<file path="src/rtl/sonar_uc.sv">
// sonar_uc: control unit for the sonar sweep.
// Sequences the datapath through measure / transmit / rotate steps:
// a measurement request goes to the HC-SR04 interface, the serial frame is
// awaited under a 2 s timeout, then the servo steps and a 1 s settling
// interval is timed.
//
// Ports:
//   clock          system clock
//   reset          synchronous, active-high; returns to INICIAL
//   ligar          level, 1 = continuous sweep
//   mensurar       one-cycle pulse, single measurement (only when ligar=0)
//   pronto         one-cycle pulse, serial frame finished
//   fim_2s/fim_1s  datapath timer terminal counts
//   zera           one-cycle clear of timers and position counter
//   zera_timer     one-cycle clear of both timers
//   medir          one-cycle start pulse to the sensor interface
//   conta_timeout  level, enables the 2 s timer
//   gira           one-cycle step pulse to the position counter
//   conta_giro     level, enables the 1 s timer
//   fim_varredura  one-cycle pulse when the position tracker wraps
//   erro           sticky timeout flag
//   num_erros      saturating timeout count
//   db_estado      current state code
module sonar_uc #(
    parameter int unsigned N_POSICOES = 8
) (
    input  logic       clock,
    input  logic       reset,
    input  logic       ligar,
    input  logic       mensurar,
    input  logic       pronto,
    input  logic       fim_2s,
    input  logic       fim_1s,
    output logic       zera,
    output logic       zera_timer,
    output logic       medir,
    output logic       conta_timeout,
    output logic       gira,
    output logic       conta_giro,
    output logic       fim_varredura,
    output logic       erro,
    output logic [3:0] num_erros,
    output logic [3:0] db_estado
);

    localparam int unsigned PW = (N_POSICOES > 1) ? $clog2(N_POSICOES) : 1;
    localparam logic [PW-1:0] POS_MAX = PW'(N_POSICOES - 1);

    typedef enum logic [3:0] {
        INICIAL     = 4'd0,
        PREPARA     = 4'd1,
        UNICA       = 4'd2,
        MEDE        = 4'd3,
        AGUARDA     = 4'd4,
        TIMEOUT     = 4'd5,
        POS_MEDIDA  = 4'd6,
        GIRA        = 4'd7,
        ESPERA_GIRO = 4'd8
    } estado_t;

    estado_t       r_estado;
    estado_t       w_prox;
    logic          r_modo_unico;
    logic [PW-1:0] r_pos;

    logic          r_zera;
    logic          r_zera_timer;
    logic          r_medir;
    logic          r_conta_timeout;
    logic          r_gira;
    logic          r_conta_giro;
    logic          r_fim_varredura;
    logic          r_erro;
    logic [3:0]    r_num_erros;

    always_comb begin
        w_prox = INICIAL;
        case (r_estado)
            INICIAL: begin
                if (ligar)
                    w_prox = PREPARA;
                else if (mensurar)
                    w_prox = UNICA;
                else
                    w_prox = INICIAL;
            end
            PREPARA:     w_prox = MEDE;
            UNICA:       w_prox = MEDE;
            MEDE:        w_prox = AGUARDA;
            AGUARDA: begin
                // pronto has priority over a coincident timeout
                if (pronto)
                    w_prox = POS_MEDIDA;
                else if (fim_2s)
                    w_prox = TIMEOUT;
                else
                    w_prox = AGUARDA;
            end
            TIMEOUT:     w_prox = POS_MEDIDA;
            POS_MEDIDA:  w_prox = r_modo_unico ? INICIAL : GIRA;
            GIRA:        w_prox = ESPERA_GIRO;
            ESPERA_GIRO: begin
                if (fim_1s)
                    w_prox = ligar ? MEDE : INICIAL;
                else
                    w_prox = ESPERA_GIRO;
            end
            default:     w_prox = INICIAL;
        endcase
    end

    // Strobes are registered from the next-state decode so they line up
    // exactly with the state they belong to.
    always_ff @(posedge clock) begin
        if (reset) begin
            r_estado        <= INICIAL;
            r_modo_unico    <= 1'b0;
            r_pos           <= '0;
            r_zera          <= 1'b0;
            r_zera_timer    <= 1'b0;
            r_medir         <= 1'b0;
            r_conta_timeout <= 1'b0;
            r_gira          <= 1'b0;
            r_conta_giro    <= 1'b0;
            r_fim_varredura <= 1'b0;
            r_erro          <= 1'b0;
            r_num_erros     <= '0;
        end else begin
            r_estado        <= w_prox;
            r_zera          <= (w_prox == PREPARA);
            r_zera_timer    <= (w_prox == UNICA) || (w_prox == MEDE) || (w_prox == GIRA);
            r_medir         <= (w_prox == MEDE);
            r_conta_timeout <= (w_prox == AGUARDA);
            r_gira          <= (w_prox == GIRA);
            r_conta_giro    <= (w_prox == ESPERA_GIRO);
            r_fim_varredura <= 1'b0;

            case (r_estado)
                UNICA:      r_modo_unico <= 1'b1;
                TIMEOUT: begin
                    r_erro <= 1'b1;
                    if (r_num_erros != 4'hF)
                        r_num_erros <= r_num_erros + 4'd1;
                end
                POS_MEDIDA: r_modo_unico <= 1'b0;
                GIRA: begin
                    if (r_pos == POS_MAX) begin
                        r_pos           <= '0;
                        r_fim_varredura <= 1'b1;
                    end else begin
                        r_pos <= r_pos + 1'b1;
                    end
                end
                default: ;
            endcase

            // Entering PREPARA starts a fresh sweep; num_erros is kept.
            if (w_prox == PREPARA) begin
                r_erro <= 1'b0;
                r_pos  <= '0;
            end
        end
    end

    assign zera          = r_zera;
    assign zera_timer    = r_zera_timer;
    assign medir         = r_medir;
    assign conta_timeout = r_conta_timeout;
    assign gira          = r_gira;
    assign conta_giro    = r_conta_giro;
    assign fim_varredura = r_fim_varredura;
    assign erro          = r_erro;
    assign num_erros     = r_num_erros;
    assign db_estado     = r_estado;

endmodule

</file>
<file path="config.mk">
export PLATFORM = sky130hd
export DESIGN_NAME = sonar_uc
export DESIGN_NICKNAME = d
export VERILOG_FILES = /design/src/rtl/sonar_uc.sv
export SDC_FILE = /design/constraint.sdc
export NUM_CORES = 1
export LEC_CHECK = 0
export CORE_MARGIN = 2
export CORE_UTILIZATION = 46
export CTS_CLUSTER_DIAMETER = 200
export DETAILED_ROUTE_END_ITERATION = 8
export PLACE_DENSITY = 0.87
export SYNTH_ARGS = -nofsm -noshare
export SYNTH_HDL_FRONTEND = slang
export SYNTH_SLANG_ARGS = --single-unit
</file>
<file path="constraint.sdc">
create_clock -name clock -period 1.79 [get_ports clock]
set_input_delay 0.358 -clock clock [delete_from_list [all_inputs] [get_ports clock]]
set_output_delay 0.358 -clock clock [all_outputs]
set_load 0.005 [all_outputs]
</file>
Word-level counts from Yosys, hierarchy flattened
Cells that the tools add are included.
{ "totals": {"ff_bits": 20, "in_bits": 7} }
{ "op_classes": {"addsub": 2, "n_eq_ne": 16, "n_mux": 11, "n_bitwise": 1, "reduce_logical": 8} }
{ "ops": {"columns": ["op", "n"], "rows": [
  ["$pmux 4 s8", 1],
  ["$eq 4x3->1 const B", 6],
  ["$eq 4x2->1 const B", 4],
  ["$eq 4x1->1 const B", 2],
  ["$eq 4x4->1 const B", 2],
  ["$mux 2", 4],
  ["$mux 3", 2],
  ["$reduce_or 2->1", 3],
  ["$add 4x1->4 const B", 1],
  ["$logic_not 4->1", 1],
  ["$mux 4", 1],
  ["$ne 4x4->1 const B", 1],
  ["$add 3x1->3 const B", 1],
  ["$eq 3x3->1 const B", 1],
  ["$logic_or 1x1->1", 2],
  ["$mux 1", 2],
  ["$pmux 1 s2", 1],
  ["$reduce_and 2->1", 1],
  ["$reduce_bool 2->1", 1],
  ["$not 1->1", 1]
]} }

Depth between registers and ports, before layout
Gate-level depths: netlist (run 1).
{ "logic_depth": {"ltp_word": 6, "mapped_depth": 5} }

Worst setup path before layout (run 1)
OpenSTA, ideal clock, no wires.
{ "synth_path": {"path_kind": "flip-flop to flip-flop", "start": "register r_estado[0] (netlist: db_estado[0])", "end": "register r_conta_timeout (netlist: conta_timeout)", "setup_ps": 60, "t_arrival_ps": 1422, "slack_ps": 307, "stages_incl_launch_ff": 5, "path_buffers": 0, "period_less_slack_ps": 1483, "path_cell_list": "dfxtp_1 > and4b_1 > o311a_1 > a311oi_2 > and3_1"} }
{ "synth_via": {"elab_chain_cells": 4, "elab_cells_between_ends": 12, "classes_between": "9 x eq/ne; 1 x mux; 2 x reduce/logical"} }
{ "synth_rtl": {"columns": ["item", "line", "text"], "rows": [
  ["start, declared", "61", "estado_t r_estado;"],
  ["start signal, assigned", "129", "r_estado <= w_prox;"],
  ["$eq 4x2->1 / $eq 4x1->1 (equally long branches)", "78", "case (r_estado)"],
  ["$reduce_or 2->1 (no source line)", null, null],
  ["$pmux 4 s8 (*)", "78", null],
  ["$eq 4x3->1 (*)", "133", "r_conta_timeout <= (w_prox == AGUARDA);"],
  ["end signal, assigned", "133", null],
  ["end, declared", "69", "logic r_conta_timeout;"]
]} }
Mark *: on every way between the ends. The rest lies on a longest branch, timed or not.
A chain may end at the register's enable or synchronous reset.

Worst setup path after layout (run 1)
{ "layout_path": {"start": "register r_estado[2] (netlist: db_estado[2])", "end": "output db_estado[2]"} }
{ "layout_lines": {"columns": ["item", "line", "text"], "rows": [
  ["end, declared", "43", "output logic [3:0] db_estado"]
]} }
No word-level cell between the ends.

==> out/qor.log, run 1 <==
[cells_and_area] multi-input combinational cell area 465 um^2
[floorplanning] top-level I/O count 23
[timing] transition at the pin with the smallest max-transition slack 0.385 ns
[floorplanning] row count 15
[critical_path] launching point of the worst reg2reg path db_estado[0]$_SDFF_PP0_
[logic_synthesis] unique cell type count in the Yosys netlist 35
[floorplanning] placeable core region 0.00178 mm^2
[timing] Max-slew headroom 74.3%
[logic_synthesis] post-synthesis mux area share 1.12%
[clock_network] number of setup buffers added after CTS 0
[clock_network] CTS H-tree lvls 1
[place] worst-case setup slack after placement -0.207 ns
[timing] setup TNS after final layout 0 ns
[status] outcome finished clean
[critical_path] launching element type of the critical path register
[critical_path] family of cells with the greatest summed delay on the critical path buffers and inverters
[logic_synthesis] mean instance size in the synthesized netlist 9.53 um^2
[timing] post-route fraction of the period consumed by the critical path 94.3%
[global_routing] overflow left after global routing 0
[floorplanning] initial core utilization 50.2%
[critical_path] Crit. End Element output port
[critical_path] longest individual stage delay on the worst path 0.54 ns
[floorplanning] Die Wd 48.1 um
[critical_path] type of the setup path with the least slack register to output port
[route] final wirelength 1870 um
[timing] fin worst setup slack 0.103 ns
[clock_network] clock net sink count 20
[logic_synthesis] netlist area before placement 896 um^2
[critical_path] arrival time reported for the critical path endpoint 1.33 ns
[logic_synthesis] fraction of the mapped netlist area in adder cells 4.19%
[place] IO buf count 22
[timing] Highest Clock Rate 0.593 GHz
[route] detailed-routing iteration count for the pre-antenna-repair pass 4
[cells_and_area] # nets final 129
[route] Via density 5.58
[clock_network] CTS clock-pin slew for the worst setup and hold paths 0.12 ns
[cells_and_area] number of diodes 0
[logic_synthesis] largest family of logic cells by synthesized area simple AND/OR/NAND/NOR gates
[place] detailed placement HPWL 1320 um
[logic_synthesis] synthesis warning total 0
[global_routing] met1 GRT Util 22.6%
[cells_and_area] area added between synthesis and finish 34.8%
[cells_and_area] share of post-route cells with drive strength above 1 15.3%
[cells_and_area] Reg area 408 um^2
[route] routed wire length per instance 13.1 um
[logic_synthesis] share of the synthesized netlist area taken by xor and xnor gates 1.96%
[global_routing] met3 Track Usage GR 4.81%
[timing] setup repair after global routing missed its margin false
[global_routing] wire length of the first global-routing pass 2950 um
[floorplanning] chip height 48.1 um
[logic_synthesis] compound-gate portion of the synthesized area 15.2%
[hold_path] hold path startpoint erro$_SDFFE_PP0P_
[power] Static Leakage 0.478 nW
[global_routing] M2 GR Usage 31.2%
[cells_and_area] number of filler instances in the final layout 136
[critical_path] cells along the critical path clkdlybuf4s50_1
[route] First DRT Iteration DRCs 16
[floorplanning] Total Die Area 0.00232 mm^2
[logic_synthesis] Mapped Nets 104
[timing] count of final setup violators 0
[route] total number of vias 798
[clock_network] root buffer selected by CTS sky130_fd_sc_hd__clkbuf_4
[cells_and_area] final non-filler cell total 143
[cells_and_area] final instance area 0.00121 mm^2
[clock_network] TritonCTS clock tree done
[global_routing] gr usage total 18.8%
[place] placed cell area 0.00115 mm^2
[critical_path] peak fanout along the critical path 12
[route] DRC violations left 0
[critical_path] Crit-path slowest cell sky130_fd_sc_hd__clkdlybuf4s50_1
[global_routing] pin count of the biggest net entering global routing 16
[timing] Final Hold Fails 0
[clock_network] clock insertion delay at the later pin of the skew report 0.30 ns
[logic_synthesis] Simple-Gate Fraction of Synth Area 29.5%
[logic_synthesis] share of synthesized area occupied by flip-flops and latches 44.7%
[clock_network] cts hold-fix bufs 0
[critical_path] Bufs and invs on worst path 1
[logic_synthesis] synthesized netlist cell count 94
[timing] post-layout min period 1.69 ns
[place] Placed Cells 139
[route] ANT nets after route 0
[timing] maximum clock skew at final layout 0.0103 ns
[global_routing] number of antenna violations at the first check in global routing 0
[clock_network] maximum clock insertion buffer count 2
[power] worst-case vdd ir drop 0.000679 V
[timing] max-slew violation count 0
[critical_path] Worst setup startpoint db_estado[2]$_SDFF_PP0_
[power] post-route total power 0.00154 W
[logic_synthesis] flip-flop and latch count after synthesis 20
[global_routing] vias in the first global route 697
[hold_path] worst min-delay path class register to register
[place] routability congestion estimate from global placement 0.837
[global_routing] Most Used Layer, Global Route met2
[job] max cap viols 0
[power] power per unit of standard cell area 1270 mW/mm^2
[critical_path] Worst EP required 1.43 ns
[clock_network] clock buffers created by TritonCTS 3
synthesized netlist by cell type (all sizes together):
| library cell | instances | area, um^2 |
|---|---|---|
| nand2b | 2 | 12.5 |
| nor3b | 3 | 22.5 |
| and4bb | 1 | 12.5 |
| nor2 | 15 | 56.3 |
| a21oi | 5 | 25.0 |
| mux2i | 1 | 10.0 |
| ha | 3 | 37.5 |
| o211a | 1 | 10.0 |
| o21ai | 2 | 10.0 |
| and2b | 1 | 10.0 |
| a211oi | 2 | 20.0 |
| nor4 | 3 | 25.0 |
| nor2b | 2 | 12.5 |
| xor2 | 2 | 17.5 |
| or3 | 1 | 6.26 |
| buf | 3 | 15.0 |
| nor3 | 2 | 10.0 |
| a311oi | 3 | 38.8 |
| nand3 | 3 | 15.0 |
| and4b | 2 | 20.0 |
| nand3b | 1 | 7.51 |
| nand4b | 1 | 8.76 |
| o311a | 2 | 21.3 |
| nor4b | 1 | 8.76 |
| clkbuf | 2 | 7.51 |
| inv | 2 | 7.51 |
| nand2 | 4 | 15.0 |
| and3 | 2 | 12.5 |
| or3b | 1 | 8.76 |
| o41a | 1 | 11.3 |
| dfxtp | 20 | 400 |
repair_timing:
item                                    CTS  global route
endpoints found under the hold margin     0             0
resized for setup                         3             2
endpoints found under the setup margin    3             4
area by class of cell:
| cell class | instances | share of cell area [%] |
|---|---|---|
| inverters | 2 | 0.622 |
| repair buffers | 25 | 20.1 |
| well taps | 25 | 2.59 |
| multi-input cells | 67 | 38.5 |
| flip-flops and latches | 20 | 33.8 |
| clock inverters | 1 | 2.49 |
| clock buffers | 3 | 1.87 |
final timing paths:
path / endpoint / slack [ns] / depth (start not counted)
hold / removal: erro$_SDFFE_PP0P_ / 0.49 / 2
setup / recovery: db_estado[2] / 0.10 / 1
hold reg to reg: erro$_SDFFE_PP0P_ / 0.49 / 2
setup reg to reg: conta_timeout$_SDFF_PP0_ / 0.17 / 4
state kept, by name, summed over array words and instances, names as in the netlist:
| signal | flops |
|---|---|
| r_modo_unico | 1 |
| num_erros | 4 |
| fim_varredura | 1 |
| erro | 1 |
| db_estado | 4 |
| zera_timer | 1 |
| conta_giro | 1 |
| medir | 1 |
| conta_timeout | 1 |
| r_pos | 3 |
| zera | 1 |
| gira | 1 |
power by group:
group,switching [W],internal (W)
combinational,0.000238,0.000293
clock,0.000143,0.000226
sequential,0.000109,0.000530
total,0.000489,0.00105
layer usage:
layer  vias to the layer above  wire, um  share of wire, %
li1                        391         -                 -
met1                       385       855                46
met2                        20       919                49
met3                         2        85               4.5
met4                         0        14              0.75
met5                         -         0                 0
per-stage QoR:
step,util (%),hold slack (ns)
finish,67.7,0.495
CTS,67.5,0.504
global route,67.7,0.539
global placement,64.4,0.459
detailed placement,64.4,0.465
floorplan,-,0.434
worst reg2reg max path, stage by stage, from the launching register on:
cell	delay (ns)
sky130_fd_sc_hd__dfxtp_2	0.44
sky130_fd_sc_hd__and4b_1	0.22
sky130_fd_sc_hd__o311a_1	0.36
sky130_fd_sc_hd__a311oi_2	0.36
sky130_fd_sc_hd__and3_1	0.21
layout by cell type, fill, tap and decap left out, types with 2 or more instances in the layout:
master,synthesis,routed
sky130_fd_sc_hd__xor2_1,2,2
sky130_fd_sc_hd__clkbuf_4,0,3
sky130_fd_sc_hd__nand3_1,3,3
sky130_fd_sc_hd__o21ai_0,2,2
sky130_fd_sc_hd__nand2b_1,2,2
sky130_fd_sc_hd__clkdlybuf4s50_1,0,22
sky130_fd_sc_hd__and4b_1,2,2
sky130_fd_sc_hd__nor4_1,2,2
sky130_fd_sc_hd__nor2b_1,2,2
sky130_fd_sc_hd__a21oi_1,5,5
sky130_fd_sc_hd__nor3_1,2,2
sky130_fd_sc_hd__nand2_1,4,4
sky130_fd_sc_hd__a311oi_2,2,2
sky130_fd_sc_hd__dfxtp_2,0,3
sky130_fd_sc_hd__inv_1,2,2
sky130_fd_sc_hd__dfxtp_1,20,16
sky130_fd_sc_hd__nor2_1,15,15
sky130_fd_sc_hd__nor3b_1,3,3
sky130_fd_sc_hd__ha_1,3,3
sky130_fd_sc_hd__buf_4,0,3
sky130_fd_sc_hd__and3_1,2,2
cells by family (layout without fill, tap and decap cells):
| group | Yosys count | count (layout) |
|---|---|---|
| and+or+nand+nor | 45 | 45 |
| DFF | 20 | 20 |
| AOI/OAI and AO/OA | 16 | 16 |
| buffers and inverters | 7 | 31 |
| adders and majority gates | 3 | 3 |
| xor gates and xnor gates | 2 | 2 |
| muxes | 1 | 1 |
Note: power is estimated with default switching activity, not from simulation.
==> run 2, diff against run 1 <==
Settings changed: CTS_CLUSTER_DIAMETER 200 to default, GPL_TIMING_DRIVEN from default to 0.
==> run 2 against run 1 <==
Routed wire length grew 1.5%. Power shrank 0.58%. Via count grew 0.63%. The flow now finishes with violations (setup timing). Combinational power grew 11%. Worst hold slack gained 0.0033 ns. Non-clock buffer count grew 2. Clock-buffer cell count is the same. Design area shrank 0.52%. Clock power shrank 2%. Core utilization shrank 0.35 points.
==> out/qor.log, run 2 (synthesis gave the netlist of run 1 again) <==
[place] Placed Cells 141
[route] ANT nets after route 0
[critical_path] Register-to-Register Path Depth 4
[cells_and_area] share of post-route cells with drive strength above 1 12.5%
[critical_path] Worst EP required 2.04 ns
[status] failing checks setup timing
[place] IO buf count 22
[place] routability congestion estimate from global placement 0.833
[power] Static Leakage 0.482 nW
[clock_network] maximum clock insertion buffer count 2
[critical_path] launching point of the worst reg2reg path db_estado[0]$_SDFF_PP0_
[critical_path] slack of the worst reg-to-reg path 0.12 ns
[cells_and_area] area added between synthesis and finish 34.1%
[clock_network] cts hold-fix bufs 0
[timing] Final Hold Fails 0
[clock_network] CTS H-tree lvls 1
[route] DRC violations left 0
[cells_and_area] most common cell after layout, fill and taps aside sky130_fd_sc_hd__clkdlybuf4s50_1
[power] power per unit of standard cell area 1270 mW/mm^2
[floorplanning] chip height 48.1 um
[route] First DRT Iteration DRCs 12
[critical_path] arrival time reported for the critical path endpoint 2.05 ns
[floorplanning] row count 15
[hold_path] hold path startpoint erro$_SDFFE_PP0P_
[status] outcome complete, but fails checks
[timing] fin worst setup slack -0.00401 ns
[power] worst-case vdd ir drop 0.000554 V
[cells_and_area] final instance area 0.00120 mm^2
[critical_path] type of the setup path with the least slack primary input to register
[global_routing] wire length of the first global-routing pass 2870 um
[power] internal power 0.00104 W
[cells_and_area] most frequent cells in the layout sky130_fd_sc_hd__clkdlybuf4s50_1 (22), sky130_fd_sc_hd__dfxtp_1 (20), sky130_fd_sc_hd__nor2_1 (15), sky130_fd_sc_hd__a21oi_1 (5), sky130_fd_sc_hd__nand2_1 (4)
[power] sequential share of power 37.7%
[clock_network] CTS clock-pin slew for the worst setup and hold paths 0.11 ns
[clock_network] number of setup buffers added after CTS 0
[clock_network] clock buffers created by TritonCTS 3
[job] max cap viols 0
[power] Sw Share 32.0%
[cells_and_area] # nets final 131
[clock_network] post-cts gate resize count 0
[timing] post-route fraction of the period consumed by the critical path 100%
[critical_path] peak fanout along the critical path 4
[critical_path] cells along the critical path clkdlybuf4s50_1 -> and4b_1 -> o311a_1 -> a311oi_2 -> and3_1
[critical_path] Crit-path slowest cell sky130_fd_sc_hd__clkdlybuf4s50_1
[global_routing] vias in the first global route 704
[timing] setup TNS after final layout -0.00401 ns
[floorplanning] Die Wd 48.1 um
[power] part of the power in the clock network 23.7%
[global_routing] number of antenna violations at the first check in global routing 0
[route] final wirelength 1900 um
[hold_path] Worst Hold Path Cells 2
[critical_path] Crit. End Element register
[clock_network] clock net sink count 20
[floorplanning] initial core utilization 50.2%
[clock_network] TritonCTS clock tree done
[clock_network] root buffer selected by CTS sky130_fd_sc_hd__clkbuf_4
[critical_path] longest individual stage delay on the worst path 0.48 ns
[global_routing] overflow left after global routing 0
[critical_path] launching element type of the critical path primary input
[global_routing] gr usage total 18.1%
[timing] count of final setup violators 1
[timing] Max-slew headroom 68.7%
[route] routed wire length per instance 13.1 um
[route] detailed-routing iteration count for the pre-antenna-repair pass 4
[timing] maximum clock skew at final layout 0.00462 ns
[timing] setup repair after global routing missed its margin true
[cells_and_area] final non-filler cell total 145
[timing] Highest Clock Rate 0.557 GHz
[critical_path] Worst setup startpoint ligar
[floorplanning] Total Die Area 0.00232 mm^2
[cells_and_area] number of diodes 0
[place] placed cell area 0.00115 mm^2
[route] total number of vias 803
[timing] post-layout min period 1.79 ns
[global_routing] pin count of the biggest net entering global routing 13
[route] Via density 5.54
[timing] max-slew violation count 0
[place] detailed placement HPWL 1400 um
[floorplanning] placeable core region 0.00178 mm^2
[hold_path] worst min-delay path class register to register
[power] Gate power share 38.6%
[power] Switch Pwr 0.000490 W
[timing] transition at the pin with the smallest max-transition slack 0.469 ns
[floorplanning] top-level I/O count 23
[clock_network] clock insertion delay at the later pin of the skew report 0.30 ns
run 2: cell types whose count changed in the layout (fill, tap and decap cells not counted), sizes merged:
| cell | before | now |
|---|---|---|
| clkbuf | 3 | 5 |
run 2: metrics by stage:
stage / hold slack [ns] / util, % / power (W) / worst slack, ns
3_3_place_gp: 0.462 / 64.4 / 0.00115 / -0.276
5_1_grt: 0.523 / 67.4 / 0.00162 / -0.0282
3_5_place_dp: 0.463 / 64.4 / 0.00117 / -0.294
2_1_floorplan: 0.434 / - / 0.000952 / 0.307
6_report: 0.498 / 67.4 / 0.00153 / -0.00401
4_1_cts: 0.500 / 67.3 / 0.00153 / 0.00986
run 2: layout make-up:
cell class	count	area, um^2
fill	143	582
multi-input combinational	67	465
sequential	20	400
timing repair buffer	22	220
tap	25	31.3
clock inverter	1	30.0
buffer	5	23.8
clock buffer	3	22.5
inverter	2	7.51
run 2: path summary, 6_finish.rpt:
path	to
setup reg to reg	conta_timeout$_SDFF_PP0_
setup / recovery	conta_timeout$_SDFF_PP0_
hold reg to reg	erro$_SDFFE_PP0P_
hold / removal	erro$_SDFFE_PP0P_
run 2: per-layer routing:
layer | part of all wire [%] | vias to the layer above | global-route usage [%]
met4 | 1.5 | 0 | 10.8
met1 | 45 | 374 | 20.8
met3 | 4.4 | 5 | 3.33
li1 | - | 397 | -
met5 | 0 | - | 0
met2 | 49 | 27 | 31.2
run 2: power by group through the flow:
stage / clock network (W) / registers [W] / logic [W]
after detailed placement: 0 / 0.000586 / 0.000583
after CTS: 0.000366 / 0.000576 / 0.000588
final: 0.000363 / 0.000577 / 0.000590
after global placement: 0 / 0.000583 / 0.000568
after global routing: 0.000387 / 0.000588 / 0.000643
after floorplan: 0 / 0.000579 / 0.000373
run 2: worst max-delay path: cells and delay by family:
family                 cells  cell delay (ns)
AOI/OAI and AO/OA          2             0.76
buffers and inverters      1             0.48
and+or+nand+nor            2             0.45
==> run 3, diff against run 2 <==
Settings changed: CORE_UTILIZATION 46 to 42, CTS_CLUSTER_SIZE from default to 28, PLACE_DENSITY 0.87 to 0.84.
Clock period 1.79 ns to 1.54 ns, I/O delays scaled along.
==> run 3 against run 2 <==
The flow still finishes with violations (setup timing). Final cell count up 1.4%. Register-to-register slack worse by 0.20 ns. Core utilization down 3.3 points. Sequential power up 18%. Critical endpoint unchanged. Largest cell class unchanged.
==> out/qor.log, run 3 (synthesis gave the netlist of run 1 again) <==
[cells_and_area] # nets final 131
[global_routing] Most Used Layer, Global Route met2
[timing] max-slew violation count 0
[timing] maximum clock skew at final layout 0.00353 ns
[job] max cap viols 0
[timing] Max-slew headroom 70.1%
[global_routing] wire length of the first global-routing pass 3230 um
[critical_path] Worst EP required 1.78 ns
[power] worst-case vdd ir drop 0.000849 V
[critical_path] arrival time reported for the critical path endpoint 1.86 ns
[clock_network] root buffer selected by CTS sky130_fd_sc_hd__clkbuf_4
[cells_and_area] number of diodes 0
[timing] transition at the pin with the smallest max-transition slack 0.448 ns
[global_routing] number of antenna violations at the first check in global routing 0
[cells_and_area] share of post-route cells with drive strength above 1 21.7%
[global_routing] gr usage total 16.2%
[timing] post-route fraction of the period consumed by the critical path 105%
[clock_network] clock insertion delay at the later pin of the skew report 0.29 ns
[route] routed wire length per instance 13.2 um
[floorplanning] initial core utilization 45.2%
[clock_network] clock net sink count 20
[critical_path] Register-to-Register Path Depth 4
[status] outcome complete, but fails checks
[cells_and_area] area added between synthesis and finish 41.8%
[power] Static Leakage 0.497 nW
[cells_and_area] post-route core utilization 64.1%
[place] IO buf count 22
[timing] Final Hold Fails 0
[route] ANT nets after route 0
[cells_and_area] most common cell after layout, fill and taps aside sky130_fd_sc_hd__clkdlybuf4s50_1
[clock_network] TritonCTS clock tree done
[global_routing] M2 GR Usage 26.8%
[floorplanning] placeable core region 0.00198 mm^2
[cells_and_area] final instance area 0.00127 mm^2
[timing] count of final setup violators 4
[timing] post-layout min period 1.62 ns
[cells_and_area] number of filler instances in the final layout 176
[floorplanning] Total Die Area 0.00252 mm^2
[clock_network] cts hold-fix bufs 0
[timing] fin worst setup slack -0.0806 ns
[global_routing] met1 GRT Util 21.5%
[route] First DRT Iteration DRCs 15
[hold_path] worst min-delay path class primary input to register
[critical_path] type of the setup path with the least slack register to register
[critical_path] peak fanout along the critical path 6
[global_routing] overflow left after global routing 0
[route] final wirelength 1940 um
[floorplanning] row count 16
[timing] Highest Clock Rate 0.617 GHz
[place] detailed placement HPWL 1360 um
[power] Sw Share 34.5%
[status] failing checks setup timing
[power] sequential share of power 36.6%
[timing] post-route worst hold slack 0.470 ns
[power] part of the power in the clock network 15.7%
[clock_network] maximum clock insertion buffer count 2
[clock_network] clock buffers created by TritonCTS 3
[hold_path] Worst Hold Path Cells 3
[power] Switch Pwr 0.000643 W
[place] placed cell area 0.00115 mm^2
[power] Gate power share 47.7%
[floorplanning] Die Wd 50.2 um
[route] DRC violations left 0
[route] Via density 5.29
[global_routing] pin count of the biggest net entering global routing 12
[power] power per unit of standard cell area 1470 mW/mm^2
[route] detailed-routing iteration count for the pre-antenna-repair pass 4
[clock_network] CTS H-tree lvls 1
[critical_path] launching element type of the critical path register
[timing] setup repair after global routing missed its margin true
[floorplanning] chip height 50.2 um
[cells_and_area] most frequent cells in the layout sky130_fd_sc_hd__clkdlybuf4s50_1 (20), sky130_fd_sc_hd__nor2_1 (15), sky130_fd_sc_hd__dfxtp_1 (13), sky130_fd_sc_hd__dfxtp_2 (6), sky130_fd_sc_hd__a21oi_1 (5)
[place] routability congestion estimate from global placement 0.842
[clock_network] CTS clock-pin slew for the worst setup and hold paths 0.11 ns
[power] internal power 0.00122 W
[clock_network] number of setup buffers added after CTS 0
[global_routing] vias in the first global route 749
[route] total number of vias 777
[critical_path] Crit. End Element register
[floorplanning] top-level I/O count 23
[global_routing] met3 Track Usage GR 3.27%
## run 3: worst paths after layout
kind                                                start  slack [ns]                   endpoint
worst max-delay path              db_estado[0]$_SDFF_PP0_       -0.08   conta_timeout$_SDFF_PP0_
worst min-delay path                                ligar        0.47            zera$_SDFF_PP0_
worst max register to register    db_estado[0]$_SDFF_PP0_       -0.08   conta_timeout$_SDFF_PP0_
worst min register to register  num_erros[1]$_SDFFE_PP0P_        0.48  num_erros[1]$_SDFFE_PP0P_
## run 3: layout make-up
| cell class | instances | area (um^2) | area share, % |
|---|---|---|---|
| multi-input combinational | 67 | 526 | 41.4 |
| sequential | 20 | 412 | 32.4 |
| timing repair buffer | 22 | 218 | 17.1 |
| buffer | 5 | 37.5 | 2.96 |
| clock buffer | 4 | 36.3 | 2.86 |
| tap | 27 | 33.8 | 2.66 |
| inverter | 2 | 7.51 | 0.591 |
## run 3: stage by stage
stage	total power (W)	setup WS (ns)	std cells	setup TNS (ns)
final	0.00186	-0.0806	147	-0.147
after global routing	0.00199	-0.142	147	-0.569
after CTS	0.00174	-0.00502	147	-0.00574
after detailed placement	0.00137	-0.497	143	-2.73
after global placement	0.00134	-0.465	143	-2.51
after floorplan	0.00111	0.0572	94	0
## run 3: repair_timing
action	4_1_cts	5_1_grt
pin swaps	3	5
setup endpoints to repair	9	13
gates resized for setup	13	10
## run 3: power by group through the flow
| stage | clock, W | sequential (W) | combinational, W |
|---|---|---|---|
| 2_1_floorplan | 0 | 0.000673 | 0.000434 |
| 3_3_place_gp | 0 | 0.000677 | 0.000660 |
| 3_5_place_dp | 0 | 0.000681 | 0.000685 |
| 4_1_cts | 0.000301 | 0.000676 | 0.000768 |
| 5_1_grt | 0.000329 | 0.000700 | 0.000959 |
| 6_report | 0.000292 | 0.000681 | 0.000889 |
## run 3: routing by layer
metal  up-vias  wire [um]
li1        395          -
met1       361        854
met2        21        993
met3         0         91
met4         0          0
met5         -          0
## run 3: worst max-delay path, stage by stage, from the launching register on
cell and delay, ns:
sky130_fd_sc_hd__dfxtp_4 0.38, sky130_fd_sc_hd__and4b_1 0.21, sky130_fd_sc_hd__o311a_4 0.39, sky130_fd_sc_hd__a311oi_4 0.38, sky130_fd_sc_hd__and3_1 0.21
